<file path="src/rtl/quad_step_decoder_if.sv">
// Encoder-side bus of the quadrature decoder: raw phases and preload/clear
// controls in, position count and step/direction/error status out.
interface quad_step_decoder_if #(
    parameter int WIDTH = 8
);
    logic             a;
    logic             b;
    logic [WIDTH-1:0] d;
    logic             load;
    logic             err_clr;
    logic [WIDTH-1:0] qd;
    logic             dir;
    logic             step;
    logic             err;

    modport master (
        output a, b, d, load, err_clr,
        input  qd, dir, step, err
    );

    modport slave (
        input  a, b, d, load, err_clr,
        output qd, dir, step, err
    );
endinterface

</file>
<file path="src/rtl/quad_step_decoder.sv">
// Quadrature decoder: synchronizes encoder phases a/b, decodes Gray steps into
// an up/down position count with direction, step strobe and sticky error flag.
//
// state    | meaning
// ---------+-----------------------------------------------------------------
// ST_PRIME | synchronizer filling after reset; prev loaded on the last edge
// ST_RUN   | decoding prev -> s on every edge
module quad_step_decoder #(
    parameter int WIDTH       = 8,
    parameter int SYNC_STAGES = 2
) (
    input  logic               clk,
    input  logic               clear,
    quad_step_decoder_if.slave bus
);

    typedef enum logic {
        ST_PRIME,
        ST_RUN
    } state_t;

    localparam logic [2:0] PRIME_LAST = 3'(SYNC_STAGES - 1);

    state_t                 state;
    state_t                 state_nxt;
    logic [2:0]             prime_cnt;
    logic [SYNC_STAGES-1:0] sync_a;
    logic [SYNC_STAGES-1:0] sync_b;
    logic [1:0]             s;
    logic [1:0]             s_nxt;
    logic [1:0]             prev;
    logic                   prime_done;
    logic                   up;
    logic                   dn;
    logic                   ill;
    logic [WIDTH-1:0]       qd_r;
    logic                   dir_r;
    logic                   step_r;
    logic                   err_r;

    assign s     = {sync_a[SYNC_STAGES-1], sync_b[SYNC_STAGES-1]};
    // Value the last synchronizer stage takes on this edge; prev primes from it
    // so a level held through reset is not mistaken for a transition.
    assign s_nxt = {sync_a[SYNC_STAGES-2], sync_b[SYNC_STAGES-2]};

    always_ff @(posedge clk or negedge clear) begin
        if (!clear) begin
            state <= ST_PRIME;
        end else begin
            state <= state_nxt;
        end
    end

    always_comb begin
        state_nxt  = state;
        prime_done = 1'b0;
        up         = 1'b0;
        dn         = 1'b0;
        ill        = 1'b0;
        case (state)
            ST_PRIME: begin
                if (prime_cnt == 3'd0) begin
                    state_nxt  = ST_RUN;
                    prime_done = 1'b1;
                end
            end
            ST_RUN: begin
                case ({prev, s})
                    4'b0001, 4'b0111, 4'b1110, 4'b1000: up  = 1'b1;
                    4'b0010, 4'b1011, 4'b1101, 4'b0100: dn  = 1'b1;
                    4'b0011, 4'b1100, 4'b0110, 4'b1001: ill = 1'b1;
                    default: ;
                endcase
            end
            default: state_nxt = ST_PRIME;
        endcase
    end

    always_ff @(posedge clk or negedge clear) begin
        if (!clear) begin
            sync_a    <= '0;
            sync_b    <= '0;
            prime_cnt <= PRIME_LAST;
            prev      <= 2'b00;
            qd_r      <= '0;
            dir_r     <= 1'b0;
            step_r    <= 1'b0;
            err_r     <= 1'b0;
        end else begin
            sync_a <= {sync_a[SYNC_STAGES-2:0], bus.a};
            sync_b <= {sync_b[SYNC_STAGES-2:0], bus.b};

            if (state == ST_PRIME && prime_cnt != 3'd0) begin
                prime_cnt <= prime_cnt - 3'd1;
            end

            if (prime_done) begin
                prev <= s_nxt;
            end else if (state == ST_RUN) begin
                prev <= s;
            end

            step_r <= up | dn;
            if (up) begin
                dir_r <= 1'b1;
            end else if (dn) begin
                dir_r <= 1'b0;
            end

            if (bus.load) begin
                qd_r <= bus.d;
            end else if (up) begin
                qd_r <= qd_r + WIDTH'(1);
            end else if (dn) begin
                qd_r <= qd_r - WIDTH'(1);
            end

            if (ill) begin
                err_r <= 1'b1;
            end else if (bus.err_clr) begin
                err_r <= 1'b0;
            end
        end
    end

    assign bus.qd   = qd_r;
    assign bus.dir  = dir_r;
    assign bus.step = step_r;
    assign bus.err  = err_r;

endmodule

</file>
<file path="src/flat_wrapper.sv">
// flat-port wrapper written by rule: the top's interface ports become plain ports
module quad_step_decoder_flat 
#(
    parameter int WIDTH       = 8,
    parameter int SYNC_STAGES = 2
)
  (clk, clear, bus_a, bus_b, bus_d, bus_load, bus_err_clr, bus_qd, bus_dir, bus_step, bus_err);
  quad_step_decoder_if #(.WIDTH(WIDTH)) bus_i ();
  input  logic clk;
  input  logic clear;
  input wire logic [$bits(bus_i.a)-1:0] bus_a;
  input wire logic [$bits(bus_i.b)-1:0] bus_b;
  input wire logic [$bits(bus_i.d)-1:0] bus_d;
  input wire logic [$bits(bus_i.load)-1:0] bus_load;
  input wire logic [$bits(bus_i.err_clr)-1:0] bus_err_clr;
  output wire logic [$bits(bus_i.qd)-1:0] bus_qd;
  output wire logic [$bits(bus_i.dir)-1:0] bus_dir;
  output wire logic [$bits(bus_i.step)-1:0] bus_step;
  output wire logic [$bits(bus_i.err)-1:0] bus_err;
  assign bus_i.a = bus_a;
  assign bus_i.b = bus_b;
  assign bus_i.d = bus_d;
  assign bus_i.load = bus_load;
  assign bus_i.err_clr = bus_err_clr;
  assign bus_qd = bus_i.qd;
  assign bus_dir = bus_i.dir;
  assign bus_step = bus_i.step;
  assign bus_err = bus_i.err;
  quad_step_decoder #(.WIDTH(WIDTH), .SYNC_STAGES(SYNC_STAGES)) u_core (.clk(clk), .clear(clear), .bus(bus_i));
endmodule
</file>
<file path="config.mk">
export PLATFORM = sky130hd
export DESIGN_NAME = quad_step_decoder_flat
export DESIGN_NICKNAME = d
export VERILOG_FILES = /design/src/rtl/quad_step_decoder_if.sv /design/src/rtl/quad_step_decoder.sv /design/src/flat_wrapper.sv
export SDC_FILE = /design/constraint.sdc
export NUM_CORES = 1
export LEC_CHECK = 0
export CORE_MARGIN = 2
export CORE_UTILIZATION = 45
export CTS_CLUSTER_SIZE = 30
export DETAILED_ROUTE_END_ITERATION = 16
export HOLD_SLACK_MARGIN = 0.12
export PLACE_DENSITY = 0.72
export SETUP_SLACK_MARGIN = 0.02
export SLEW_MARGIN = 20
export SYNTH_ARGS = -nofsm -noshare
export SYNTH_HDL_FRONTEND = slang
export SYNTH_SLANG_ARGS = --single-unit
</file>
<file path="constraint.sdc">
create_clock -name clk -period 3.5 [get_ports clk]
set_input_delay 1.05 -clock clk [delete_from_list [all_inputs] [get_ports clk]]
set_output_delay 1.05 -clock clk [all_outputs]
set_load 0.01 [all_outputs]
</file>
* Word level (Yosys, flattened, before mapping)
Cells that the tools add are included.
Word-level totals: register bits 21, output and inout bits 11, word-level logic and storage cells 54
Operators by class: $add $sub $neg 3, eq/ne operators 12, muxes and demuxes 18, bitwise logic cells 2, reductions and logical operators 10
Operator list (number):
- $eq A4 B4 Y1 const B | 6
- $mux W8 | 3
- $mux W1 | 13
- $eq A4 B3 Y1 const B | 3
- $reduce_or A4 Y1 | 3
- $add A8 B1 Y8 const B | 1
- $eq A4 B2 Y1 const B | 2
- $sub A8 B1 Y8 const B | 1
- $reduce_bool A2 Y1 | 3
- $reduce_bool A3 Y1 | 2
- $eq A4 B1 Y1 const B | 1
- $mux W2 | 2
- $logic_not A3 Y1 | 1
- $sub A3 B1 Y3 const B | 1
- $logic_and A1 B1 Y1 | 1
- $not A1 Y1 | 1
- $or A1 B1 Y1 | 1

* Logic depth before layout (Yosys ltp)
Gate-level depths: netlist of the first run.
word-level depth 7, depth in mapped cells 8

* Worst setup path after synthesis of the first run
OpenSTA, ideal clock, no wires.
path kind reg2reg, from register u_core.sync_a[1], to register u_core.qd_r[7] (netlist: u_core.bus.qd[7]), setup time 69 ps, data arrival time 2290 ps, slack 1141 ps, stages on the path, launching flop included 9, period minus slack after synthesis 2359 ps, path through dfrtp_1 > xnor2_2 > nand3_2 > ha_1 > a21oi_1 > a211oi_1 > nor2_1 > or4b_1 > nand3_1
Between the ends: cells in the longest elaborated chain, start to end 6
RTL lines:
- start: declaration | line quad_step_decoder.sv:27 | logic [SYNC_STAGES-1:0] sync_a;
- start signal: assignment | line quad_step_decoder.sv:90 | sync_a <= {sync_a[SYNC_STAGES-2:0], bus.a};
- $eq A4 B1 Y1, or another cell as far along | line quad_step_decoder.sv:68 | case ({prev, s})
- $reduce_or A4 Y1 | line quad_step_decoder.sv:68
- $mux W1 | line quad_step_decoder.sv:68
- $mux W1 | line quad_step_decoder.sv:60 | case (state)
- $mux W8 | line quad_step_decoder.sv:112 | end else if (up) begin
- $mux W8 | line quad_step_decoder.sv:110 | if (bus.load) begin
- end signal: assignment | line quad_step_decoder.sv:111 | qd_r <= bus.d;
- end signal: assignment | line quad_step_decoder.sv:113 | qd_r <= qd_r + WIDTH'(1);
- end signal: assignment | line quad_step_decoder.sv:115 | qd_r <= qd_r - WIDTH'(1);
- end: declaration | line quad_step_decoder.sv:36 | logic [WIDTH-1:0] qd_r;
Several ways; a longest one is shown, not always the timed one. A chain may end at the register's enable or synchronous reset.

* Worst setup path after layout of the first run
Ends and elaborated chain as after synthesis.

==> results.txt, run 1 <==
The peak ir drop on the vdd network is ~0.39 mV. The signal on the critical path passes through xnor2_2 > nand3_2 > ha_1 > a21oi_1 > a211oi_1 > nor2_1 > or4b_1 > nand3_1. After detailed routing, the number of remaining DRC violations is 0. The number of nets in the finished design is 172. The clock network accounts for between 10% and 20% of the total power. The clock passes through at most 2 buffers. The global placement routability congestion came out at around 0.75.

The chip width is 55.7 um. The maximum fanout encountered on the critical timing path is 11. After filler insertion, the fill cell instance count of the layout stands at between 200 and 250. The overall fraction of global-route tracks in use came out at ~15%. Summing every instance area after synthesis gives about 1200 um2.

When the netlist entered floorplanning its net count stood at about 150. The static leakage is 0.654 nW. The area growth from synthesis to layout came out at 25.2%. The number of hold buffers added after CTS came out at 0.

On the worst path, the slowest cell contributes a delay of between 0.4 and 0.5 ns. The number of detailed-routing iterations run before antenna repair is 4. Among cell families on the critical path, the largest total delay comes from simple AND/OR/NAND/NOR gates. After the first detailed-routing iteration, the DRC count stood at 9. The critical path depth is 8. The maximum number of pins on one net before global-route repair came out at 22. The yosys synthesis warning count came out at 0.

The measured slew at the worst slew-check pin is 0.925 ns. Sequential elements use 43.7% of the synthesized area. The worst relative slew slack came out at 38.2%. The power per cell area is 548 nW/um2.

Sequential cells account for between 30% and 40% of the total power. Setup violations remaining at the end of the flow were counted as 0. In this run the clock root is driven by a sky130_fd_sc_hd__clkbuf_4. The initial core utilization is 48.2%. The slowest cell on the critical path is sky130_fd_sc_hd__or4b_1. The per-instance average area after synthesis is 9.96 um2. The via count of the first global-routing pass is 878. The global-route wire length before repair came out at 3.81 mm. The flow ran to the end, and the final reports show no timing, DRC or antenna violations. In this run the worst hold path is classified as flip-flop to flip-flop. Clock-pin slew was measured on the worst setup and hold paths at 0.13 ns.

Data on the critical path is required at its endpoint by around 3.8 ns. 0 antenna diodes ended up in the layout. The setup TNS is 0 ns.

Buffers placed on the I/O ports in this run total 24. The number of buffers inserted by post-CTS setup repair came out at 0. The overall overflow remaining after global route came out at 0. The number of max-capacitance violations reported came out at 0.

Setup repair after global routing left no endpoint under its margin. The time the final worst path needs with I/O delays and setup is 2.64 ns. The number of library cell types mapped by synthesis came out at 34. CTS built an H-tree with a depth of 1. The kind of launch point of the worst setup path is a flip-flop. Detailed placement ended at an HPWL of between 1.5 and 2 mm.

The area of the core is 2500 um2. The part of the total power dissipated in combinational logic came out at 46.5%. The via density per instance came out at 5.36. The post-cts resize count came out at 0. The final hold slack is between 0.4 and 0.5 ns.

The kind of critical path is flip-flop to flip-flop. The later-pin clock latency in the skew report is approximately 0.32 ns. The synthesized design contains 0 enable-type register cells. The share of flip-flops with an asynchronous set or reset came out at 100%.

The share of final-layout standard cells stronger than drive strength 1 is 7.48%. The element type at the critical path end is a flip-flop. The number of stages on the worst hold path came out at 0. The final worst clock skew is 0.0105 ns. The count of endpoints failing hold in the final timing report was 0. The die covers 3110 um2. For the worst setup path, the data arrival time is 2.92 ns. The initial antenna violation count is 0. The number of antenna-violating nets in the routed design came out at 0.

The count of buffer and inverter cells on the critical path is 0. TritonCTS built the clock tree. The wire length per cell after detailed routing came out at 13.0 um. The number of pins with negative max-slew slack in the final report came to 0. The clock sink count came out at 21. The number of rows created at floorplan came out at 18.

The number of buffers inserted during clock tree synthesis came out at 3. Cell internal power was estimated by the tool at between 0.0005 and 0.0006 W. The total via count after detailed routing is 949. The maximum achievable frequency came out at ~380 MHz. In the synthesized netlist the dominant register cell turns out to be sky130_fd_sc_hd__dfrtp_1.

The I/O pin count came out at 25. In this run, synthesis produced a sequential element count of 21. The die is 55.7 um tall.

Net switching is 37.1% of the power. The analysis attributes to net switching a power of 0.000307 W. For the worst flop-to-flop path, the logic depth is 8. The period utilization is 75.6%. The cell count after synthesis is 121. The fraction of the core area covered by cells at the end of the flow came out at 60.4%. After detailed routing, the total wire length is 2.29 mm.
## metrics by stage
stage / instances / worst slack (ns) / power (W) / cell area (um2)
global route: 177 / 0.667 / 0.000883 / 1510
global placement: 173 / 0.992 / 0.000691 / 1480
CTS: 177 / 0.834 / 0.000834 / 1510
floorplan: 121 / 1.14 / 0.000563 / 1200
finish: 177 / 0.855 / 0.000827 / 1510
detailed placement: 173 / 0.871 / 0.000704 / 1480
## synthesized netlist by cell type (4+ instances only)
| cell type | count | area [um2] |
|---|---|---|
| sky130_fd_sc_hd__inv_1 | 7 | 26.3 |
| sky130_fd_sc_hd__mux2i_1 | 5 | 50.1 |
| sky130_fd_sc_hd__a21oi_1 | 9 | 45.0 |
| sky130_fd_sc_hd__xor2_1 | 4 | 35.0 |
| sky130_fd_sc_hd__ha_1 | 9 | 113 |
| sky130_fd_sc_hd__dfrtp_1 | 20 | 500 |
| sky130_fd_sc_hd__xnor2_1 | 6 | 52.6 |
| sky130_fd_sc_hd__nor2_1 | 6 | 22.5 |
| sky130_fd_sc_hd__o21ai_0 | 5 | 25.0 |
| sky130_fd_sc_hd__nand2_1 | 13 | 48.8 |
| sky130_fd_sc_hd__o21ai_1 | 6 | 30.0 |
| sky130_fd_sc_hd__nand3_1 | 4 | 20.0 |
## flip-flops by register name (all words and copies together) (netlist names)
signal,flops
u_core.bus.step,1
u_core.state,1
u_core.sync_a,2
u_core.prev,2
u_core.prime_cnt,3
u_core.bus.qd,8
u_core.sync_b,2
u_core.bus.err,1
u_core.bus.dir,1
## cells in the final DEF (no fill, tap or decap), types with 4 or more instances in the layout
master,synthesis,final
sky130_fd_sc_hd__o21ai_1,6,6
sky130_fd_sc_hd__nor2_1,6,6
sky130_fd_sc_hd__dfrtp_1,20,20
sky130_fd_sc_hd__clkdlybuf4s50_1,0,24
sky130_fd_sc_hd__xor2_1,4,4
sky130_fd_sc_hd__o21ai_0,5,5
sky130_fd_sc_hd__mux2i_1,5,5
sky130_fd_sc_hd__xnor2_1,6,6
sky130_fd_sc_hd__a21oi_1,9,9
sky130_fd_sc_hd__ha_1,9,9
sky130_fd_sc_hd__inv_1,7,7
sky130_fd_sc_hd__nand2_1,13,13
sky130_fd_sc_hd__nand3_1,4,4
## cell families after synthesis
logic type	count (synthesis)	synth area share, %
flip-flops	21	43.7
XOR/XNOR	12	9.97
buffers and inverters	11	3.43
AND/OR/NAND/NOR	32	13.0
AO/OA/AOI/OAI	30	14.7
multiplexers	5	4.15
adder cells (fa/ha/maj)	10	11.0
## path summary, 6_finish.rpt
check	slack (ns)	to	startpoint
max	0.86	u_core.bus.qd[7]	u_core.sync_a[1]
min in group asynchronous	1.23	u_core.bus.qd[1]	clear
min	0.40	u_core.sync_a[1]	u_core.sync_a[0]
max reg2reg	0.86	u_core.bus.qd[7]	u_core.sync_a[1]
max in group asynchronous	1.70	u_core.sync_a[1]	clear
min reg2reg	0.40	u_core.sync_a[1]	u_core.sync_a[0]
## power groups by stage
stage	Clock [W]	Combinational [W]	Sequential [W]
after floorplan	0	0.000231	0.000332
after global placement	0	0.000372	0.000319
after detailed placement	0	0.000382	0.000322
after CTS	0.000131	0.000386	0.000317
after global routing	0.000137	0.000423	0.000323
final	0.000126	0.000384	0.000317
## worst reg2reg max path, cell delays in order (launching register included)
cell,delay (ns)
sky130_fd_sc_hd__dfrtp_1,0.45
sky130_fd_sc_hd__xnor2_2,0.30
sky130_fd_sc_hd__nand3_2,0.27
sky130_fd_sc_hd__ha_1,0.46
sky130_fd_sc_hd__a21oi_1,0.12
sky130_fd_sc_hd__a211oi_1,0.35
sky130_fd_sc_hd__nor2_1,0.11
sky130_fd_sc_hd__or4b_1,0.47
sky130_fd_sc_hd__nand3_1,0.08
## layout make-up
type | count | area, um2 | area share [%]
inverter | 8 | 30.0 | 1.99
multi-input combinational | 89 | 637 | 42.2
clock inverter | 1 | 7.51 | 0.498
timing repair buffer | 25 | 248 | 16.4
sequential | 21 | 527 | 34.9
tap | 30 | 37.5 | 2.49
clock buffer | 3 | 22.5 | 1.49
## layer usage
| layer | GRT usage, % | vias up | part of all wire [%] |
|---|---|---|---|
| met4 | 5.23 | 0 | 1.6 |
| met2 | 24.5 | 27 | 46 |
| met5 | 0 | - | 0 |
| met3 | 3.02 | 5 | 5.5 |
| met1 | 20.2 | 449 | 47 |
| li1 | - | 468 | - |
No activity file was read; power rests on OpenSTA's default activity.
==> run 2, diff against run 1 <==
==> constraint.sdc (replaced) <==
create_clock -name clk -period 2.55 [get_ports clk]
set_input_delay 0.765 -clock clk [delete_from_list [all_inputs] [get_ports clk]]
set_output_delay 0.765 -clock clk [all_outputs]
set_load 0.01 [all_outputs]
==> run 2 against run 1 <==
Utilization is 2.4 points higher. Critical endpoint unchanged. Non-clock buffer count is 4 higher. Design area is 3.9% higher. Combinational power is 44% higher. Register-to-register slack worse by 0.71 ns. Hold slack worse by 0.0012 ns. Cell count is 2.3% higher. Clock skew is 0.0036 ns lower. Maximum frequency is 10% higher.
==> results.txt, run 2 (synthesis gave the netlist of run 1 again) <==
Using the TritonRoute via totals, the vias-per-cell ratio works out to 5.34. The final non-filler cell total came out at 181. The register with the most flip-flops in the layout has 8 of them. In the routed design, unresolved DRC markers number 0. The final hold slack is between 0.4 and 0.5 ns.

The worst endpoint data arrival time came out at 2.67 ns. The static leakage is ~0.67 nW. The number of buffers inserted during clock tree synthesis came out at 3. STA classifies the critical path startpoint as a flip-flop.

The routed layout has 967 vias. The net count of the finished layout is roughly 180. The die span in y came out at approximately 56 um.

TritonCTS built the clock tree. Leaving out fill and tap cells, the most frequent cell in the layout is sky130_fd_sc_hd__clkdlybuf4s50_1. The maximum achievable frequency came out at roughly 420 MHz. In the layout the commonest cells are 24 x sky130_fd_sc_hd__clkdlybuf4s50_1, 20 x sky130_fd_sc_hd__dfrtp_1, 13 x sky130_fd_sc_hd__nand2_1. STA puts the critical path data required time at 2.82 ns. The clock transition at the register clock pins on the worst setup and hold paths after CTS came out at between 0.1 and 0.15 ns. The area of the core is about 2500 um2.

The power per cell area is around 740 nW/um2. The overall fraction of global-route tracks in use is roughly 17%. The initial antenna violation count came out at 0.

Traced cell by cell, the critical path runs through xnor2_2 > nand3_4 > ha_1 > a21oi_1 > o21ai_0 > or4_1 > o2111a_1 > nand3_1. Entering global routing, the biggest net connects 22 pins. The chip width is 55.7 um. The run finished with clean final reports. The total placed instance area is ~1500 um2. The critical path in this run is classified as flip-flop to flip-flop.

The overall overflow remaining after global route came out at 0. For met2 alone, demand over resource in global routing was between 20% and 30%. The clock sink count came out at 21. The largest individual stage delay along the critical path comes from the cell sky130_fd_sc_hd__or4_1.

IR analysis of the VDD net gives a maximum drop of approximately 0.52 mV. Once detail routing completed, the nets flagged for antenna violations numbered 0. The final setup violation count is 0. The I/O pin count is 25. The via count of the first global-routing pass is ~890. The number of max-capacitance violations reported is 0. The largest stage delay on the critical path came out at approximately 0.49 ns.

The total half-perimeter wirelength after legalization and detailed placement came out at around 1.8 mm. The path type of the worst min-delay path is flip-flop to flip-flop. The wire length per cell after detailed routing came out at 13.4 um. The period utilization is 94.1%.

The later-pin clock latency in the skew report is 0.32 ns. After floorplanning, the core was divided into 18 placement rows. Summing all non-filler instances in the final layout gives an area of 1570 um2. The worst relative slew slack came out at approximately three quarters. The measured slew at the worst slew-check pin is around 0.4 ns. The die covers roughly 3100 um2. Global routing used 2.79% of the available met3 tracks.

The count of inserted antenna diode cells came out at 0. The global placement routability congestion is 0.760. The met1 capacity usage during global routing is roughly 22%. The violation count after the first detailed-route iteration came out at 26. The number of cells after detailed placement is 176.

Buffers inserted to repair hold after CTS numbered 0. The number of buffers inserted by port buffering is 24. The time the final worst path needs with I/O delays and setup came out at ~2.4 ns. Between clock sinks in the finished design, the worst skew comes to 0.00689 ns. In this run the most used layer during global routing was met2. Setup repair after global routing left no endpoint under its margin.

The global-route wire length before repair came out at 3.96 mm. The number of pins with negative max-slew slack in the final report is 0. CTS placed an instance of sky130_fd_sc_hd__clkbuf_4 at the clock tree root. The count of endpoints failing hold in the final timing report came to 0.

The element type at the critical path end is a flip-flop. The number of H-tree levels is 1. The maximum fanout encountered on the critical timing path is 11. The initial core utilization came out at 48.2%. The number of detailed-routing iterations run before antenna repair is 4. From synthesis to final layout, the design area changed by 30.1%. The total detailed-routing wirelength is 2.42 mm. Of the cells placed in the final design, the portion with a size suffix greater than 1 is between 10% and 20%. The maximum clock insertion buffer count is 2.
-- run 2: repair_timing --
action | CTS | global route
gates cloned | 0 | 0
endpoints found under the setup margin | 1 | 1
resized for setup | 1 | 3
setup buffers | 0 | 1
pin swaps | 0 | 2
-- run 2: worst max-delay path: cells and delay by family, from the launching register on --
family | cells | cell delay, ns
AND/OR/NAND/NOR | 3 | 0.76
AO/OA/AOI/OAI | 3 | 0.50
flip-flops | 1 | 0.46
adder cells (fa/ha/maj) | 1 | 0.38
XOR/XNOR | 1 | 0.25
-- run 2: worst paths after layout --
path | end | slack [ns] | from | cells past startpoint
setup / recovery | u_core.bus.qd[7] | 0.15 | u_core.prev[0] | 8
hold / removal | u_core.sync_b[1] | 0.40 | u_core.sync_b[0] | 0
setup reg to reg | u_core.bus.qd[7] | 0.15 | u_core.prev[0] | 8
hold reg to reg | u_core.sync_b[1] | 0.40 | u_core.sync_b[0] | 0
max in group asynchronous | u_core.prime_cnt[0] | 1.51 | clear | 2
min in group asynchronous | u_core.bus.qd[0] | 0.77 | clear | 2
-- run 2: layout make-up --
| type | instances | area, um2 |
|---|---|---|
| Inverter | 8 | 30.0 |
| Tap cell | 30 | 37.5 |
| Timing Repair Buffer | 29 | 278 |
| Multi-Input combinational cell | 89 | 666 |
| Sequential cell | 21 | 527 |
| Clock buffer | 3 | 22.5 |
| Fill cell | 197 | 932 |
| Clock inverter | 1 | 7.51 |
-- run 2: report_power, final --
part           internal (W)  switching (W)  total (W)
Sequential         0.000385      0.0000516   0.000436
Clock             0.0000600       0.000116   0.000176
Combinational      0.000286       0.000267   0.000553
-- run 2: per-stage QoR --
stage | worst slack, ns | TNS [ns] | util (%) | total power [W]
2_1_floorplan | 0.191 | 0 | - | 0.000773
3_3_place_gp | 0.0947 | 0 | 60.1 | 0.000949
3_5_place_dp | -0.0268 | -0.0268 | 60.1 | 0.000973
4_1_cts | 0.0235 | 0 | 61.6 | 0.00115
5_1_grt | 0.0196 | 0 | 62.7 | 0.00125
6_report | 0.150 | 0 | 62.7 | 0.00117
-- run 2: routing by layer --
layer	share of wire [%]	vias to the layer above
li1	-	476
met1	45	445
met2	46	38
met3	5.7	8
met4	3.1	0
met5	0	-
==> run 3, diff against run 2 <==
--- a/config.mk
+++ b/config.mk
@@ -6,11 +6,11 @@
 export NUM_CORES = 1
 export LEC_CHECK = 0
 export CORE_MARGIN = 2
-export CORE_UTILIZATION = 45
+export CORE_UTILIZATION = 44
 export CTS_CLUSTER_SIZE = 30
 export DETAILED_ROUTE_END_ITERATION = 16
 export HOLD_SLACK_MARGIN = 0.12
-export PLACE_DENSITY = 0.72
+export PLACE_DENSITY_LB_ADDON = 0.15
 export SETUP_SLACK_MARGIN = 0.02
 export SLEW_MARGIN = 20
 export SYNTH_ARGS = -nofsm -noshare
==> run 3 against run 2 <==
Power is 1.8% lower. Combinational power is 2% lower. Register-to-register slack got worse by 0.02 ns. Flip-flop and latch count did not move. Worst setup slack lost 0.016 ns. Clock skew is 0.0025 ns higher. Critical path type unchanged. Largest cell class unchanged. Largest power group unchanged. Highest routed layer unchanged.
==> results.txt, run 3 (synthesis gave the netlist of run 1 again) <==
The flow ran to the end, and the final reports show no timing, DRC or antenna violations. The maximum achievable frequency came out at 414 MHz. The repair_antennas step left the layout with diodes totalling 0. The kind of launch point of the worst setup path is a flip-flop. The initial antenna violation count is 0. The largest stage delay on the critical path came out at 0.47 ns.

The I/O pin count came out at 25. Buffers placed on the I/O ports in this run total 24. The overall fraction of global-route tracks in use is 16.8%.

The via density per instance is between 5 and 6. The final setup violation count came out at 0. The element type at the critical path end is a flip-flop.

The number of stages on the worst hold path came out at 0. The clock passes through at most 2 buffers. After detailed routing, the number of remaining DRC violations is 0. The number of detailed-routing iterations run before antenna repair is 4.

The maximum number of pins on one net before global-route repair came out at 17. The worst-case IR drop observed on VDD is around 0.56 mV. The measured slew at the worst slew-check pin came out at 0.368 ns. The via count of the first global-routing pass came out at 927.

The tree is rooted in a sky130_fd_sc_hd__clkbuf_4. The initial core utilization is 47.3%. The number of buffers inserted during clock tree synthesis is 3. The chip width came out at 56.3 um. The worst relative slew slack came out at 75.4%.

The number of antenna-violating nets in the routed design came out at 0. Power spread over the standard cell area amounts to between 700 and 800 nW/um2. The number of buffers inserted by post-CTS setup repair came out at 0. The global-route wire length before repair is 4.17 mm. In the final layout, the multi-input gates occupy 653 um2. The time the final worst path needs with I/O delays and setup is 2.42 ns. The start point of the worst hold path is u_core.sync_a[0]. The maximum fanout encountered on the critical timing path came out at 11. The flip-flop count of the largest register, all copies and words added came out at 8. The number of pins with negative max-slew slack in the final report came out at 0.

Global routing consumed, on the met1 layer, between 20 and 25% of the routing resources. The post-route netlist has between 10% and 20% of its cells at a drive strength greater than 1. The endpoint identified for the worst register-to-register timing path is u_core.bus.qd[7]. The critical path depth is 8. The slowest cell on the critical path is sky130_fd_sc_hd__or4b_1. The commonest non-fill, non-tap cell in the layout is sky130_fd_sc_hd__clkdlybuf4s50_1. The most used routing layer is met2. The area of the core came out at 2540 um2.

The worst hold endpoint is u_core.sync_a[1]. The number of max-capacitance violations reported came out at 0. The total half-perimeter wirelength after legalization and detailed placement came out at 1.76 mm.

The final worst clock skew came out at 0.00942 ns. On the final layout, the worst hold slack is around 0.40 ns. The cell depth of the worst flop-to-flop path is 8. The period utilization came out at 94.7%.

Summed over all layers, the global routing overflow is 0. Global routing consumed, on the met2 layer, between 20% and 30% of the routing resources. The total of fill cells in the finished design came out at 231. After floorplanning, the core was divided into 18 placement rows. Traced cell by cell, the critical path runs through xnor2_2 > nand3_4 > ha_1 > nand3_1 > a211oi_2 > nor2_1 > or4b_1 > nand3_1. The worst endpoint data arrival time came out at 2.68 ns. Clock latency on the worst-skew pair, taken at its later pin, is 0.32 ns. The count of buffer and inverter cells on the critical path came out at 0. The number of hold buffers added after CTS came out at 0. CTS built an H-tree with a depth of 1. The fraction of the core area covered by cells at the end of the flow is roughly three fifths. The wire length per cell after detailed routing is between 10 and 15 um.

The startpoint identified for the worst register-to-register timing path is u_core.sync_a[1]. By instance count, the cell type seen most on the critical path is sky130_fd_sc_hd__nand3_1. The total via count after detailed routing came out at 957. The die outline area came out at about 3200 um2.

The global placement routability congestion is 0.761. Wires add up to 2.29 mm. The violation count after the first detailed-route iteration is 14.

The top cell types in the final layout, fill and taps aside, are 24 x sky130_fd_sc_hd__clkdlybuf4s50_1, 20 x sky130_fd_sc_hd__dfrtp_1, 13 x sky130_fd_sc_hd__nand2_1. The die span in y came out at between 50 and 60 um. Setup repair after global routing left no endpoint under its margin. From synthesis to final layout, the design area changed by 29.1%.

The worst setup slack after placement is ~0.055 ns. The clock transition at the register clock pins on the worst setup and hold paths after CTS is 0.13 ns. In the final design database the tool counted 176 nets. The worst register-to-register path has a setup slack of 0.13 ns. Counting every sink on the clock net gives 21. On the critical path the largest part of the delay comes from simple AND/OR/NAND/NOR gates. For this design the static power due to leakage is 0.674 nW.

The kind of critical path is flip-flop to flip-flop. TritonCTS built the clock tree. The sequential cells in the finished layout cover a total of ~530 um2. In this run the worst hold path is classified as flip-flop to flip-flop. For met3 alone, demand over resource in global routing was 3.00%. Once routing completed, OpenROAD measured the worst setup slack at roughly 0.13 ns. The worst endpoint required time is 2.81 ns. The count of endpoints failing hold in the final timing report is 0. For the final routed database, the setup TNS stands at 0 ns.
run 3: cell counts in the layout (fill, tap and decap cells not counted):
No cell type changed its count.
run 3: timing repair:
item | 4_1_cts | 5_1_grt
endpoints found under the hold margin | 0 | 0
endpoints found under the setup margin | 1 | 1
resized for setup | 1 | 2
pin swaps | 0 | 0
run 3: area by class of cell:
| class | instances | area share (%) |
|---|---|---|
| Multi-Input combinational cell | 89 | 42.0 |
| Sequential cell | 21 | 33.9 |
| Timing Repair Buffer | 29 | 17.9 |
| Tap cell | 30 | 2.41 |
| Inverter | 8 | 1.93 |
| Clock buffer | 3 | 1.45 |
| Clock inverter | 1 | 0.483 |
run 3: worst reg2reg max path: stages, from the launching register on:
cell and delay, ns:
sky130_fd_sc_hd__dfrtp_1 0.45, sky130_fd_sc_hd__xnor2_2 0.25, sky130_fd_sc_hd__nand3_4 0.19, sky130_fd_sc_hd__ha_1 0.41, sky130_fd_sc_hd__nand3_1 0.15, sky130_fd_sc_hd__a211oi_2 0.26
sky130_fd_sc_hd__nor2_1 0.10, sky130_fd_sc_hd__or4b_1 0.47, sky130_fd_sc_hd__nand3_1 0.08
run 3: stage by stage:
step	instance area (um2)	instances	total power, W
floorplan	1200	121	0.000773
global placement	1510	177	0.000953
detailed placement	1510	177	0.000968
CTS	1550	181	0.00115
global route	1560	181	0.00124
finish	1560	181	0.00114
run 3: where the power goes:
part           internal (W)  total, W  switching, W
combinational      0.000277  0.000540      0.000263
sequential         0.000385  0.000432     0.0000475
clock             0.0000601  0.000172      0.000112
total              0.000722   0.00114      0.000423
run 3: worst max-delay path by stage:
stage,end,start,slack [ns]
floorplan,u_core.bus.qd[7],u_core.sync_a[1],0.19
global placement,u_core.bus.qd[7],u_core.sync_a[1],0.16
detailed placement,u_core.bus.qd[7],u_core.sync_b[1],0.06
CTS,u_core.bus.qd[7],u_core.sync_b[1],0.09
global route,u_core.bus.qd[7],u_core.sync_a[1],0.03
finish,u_core.bus.qd[7],u_core.sync_a[1],0.13
run 3: per-layer routing:
layer / part of all wire, % / vias to the layer above
met5: 0 / -
met4: 2.3 / 0
met3: 4.3 / 5
met2: 45 / 20
met1: 48 / 449
li1: - / 483
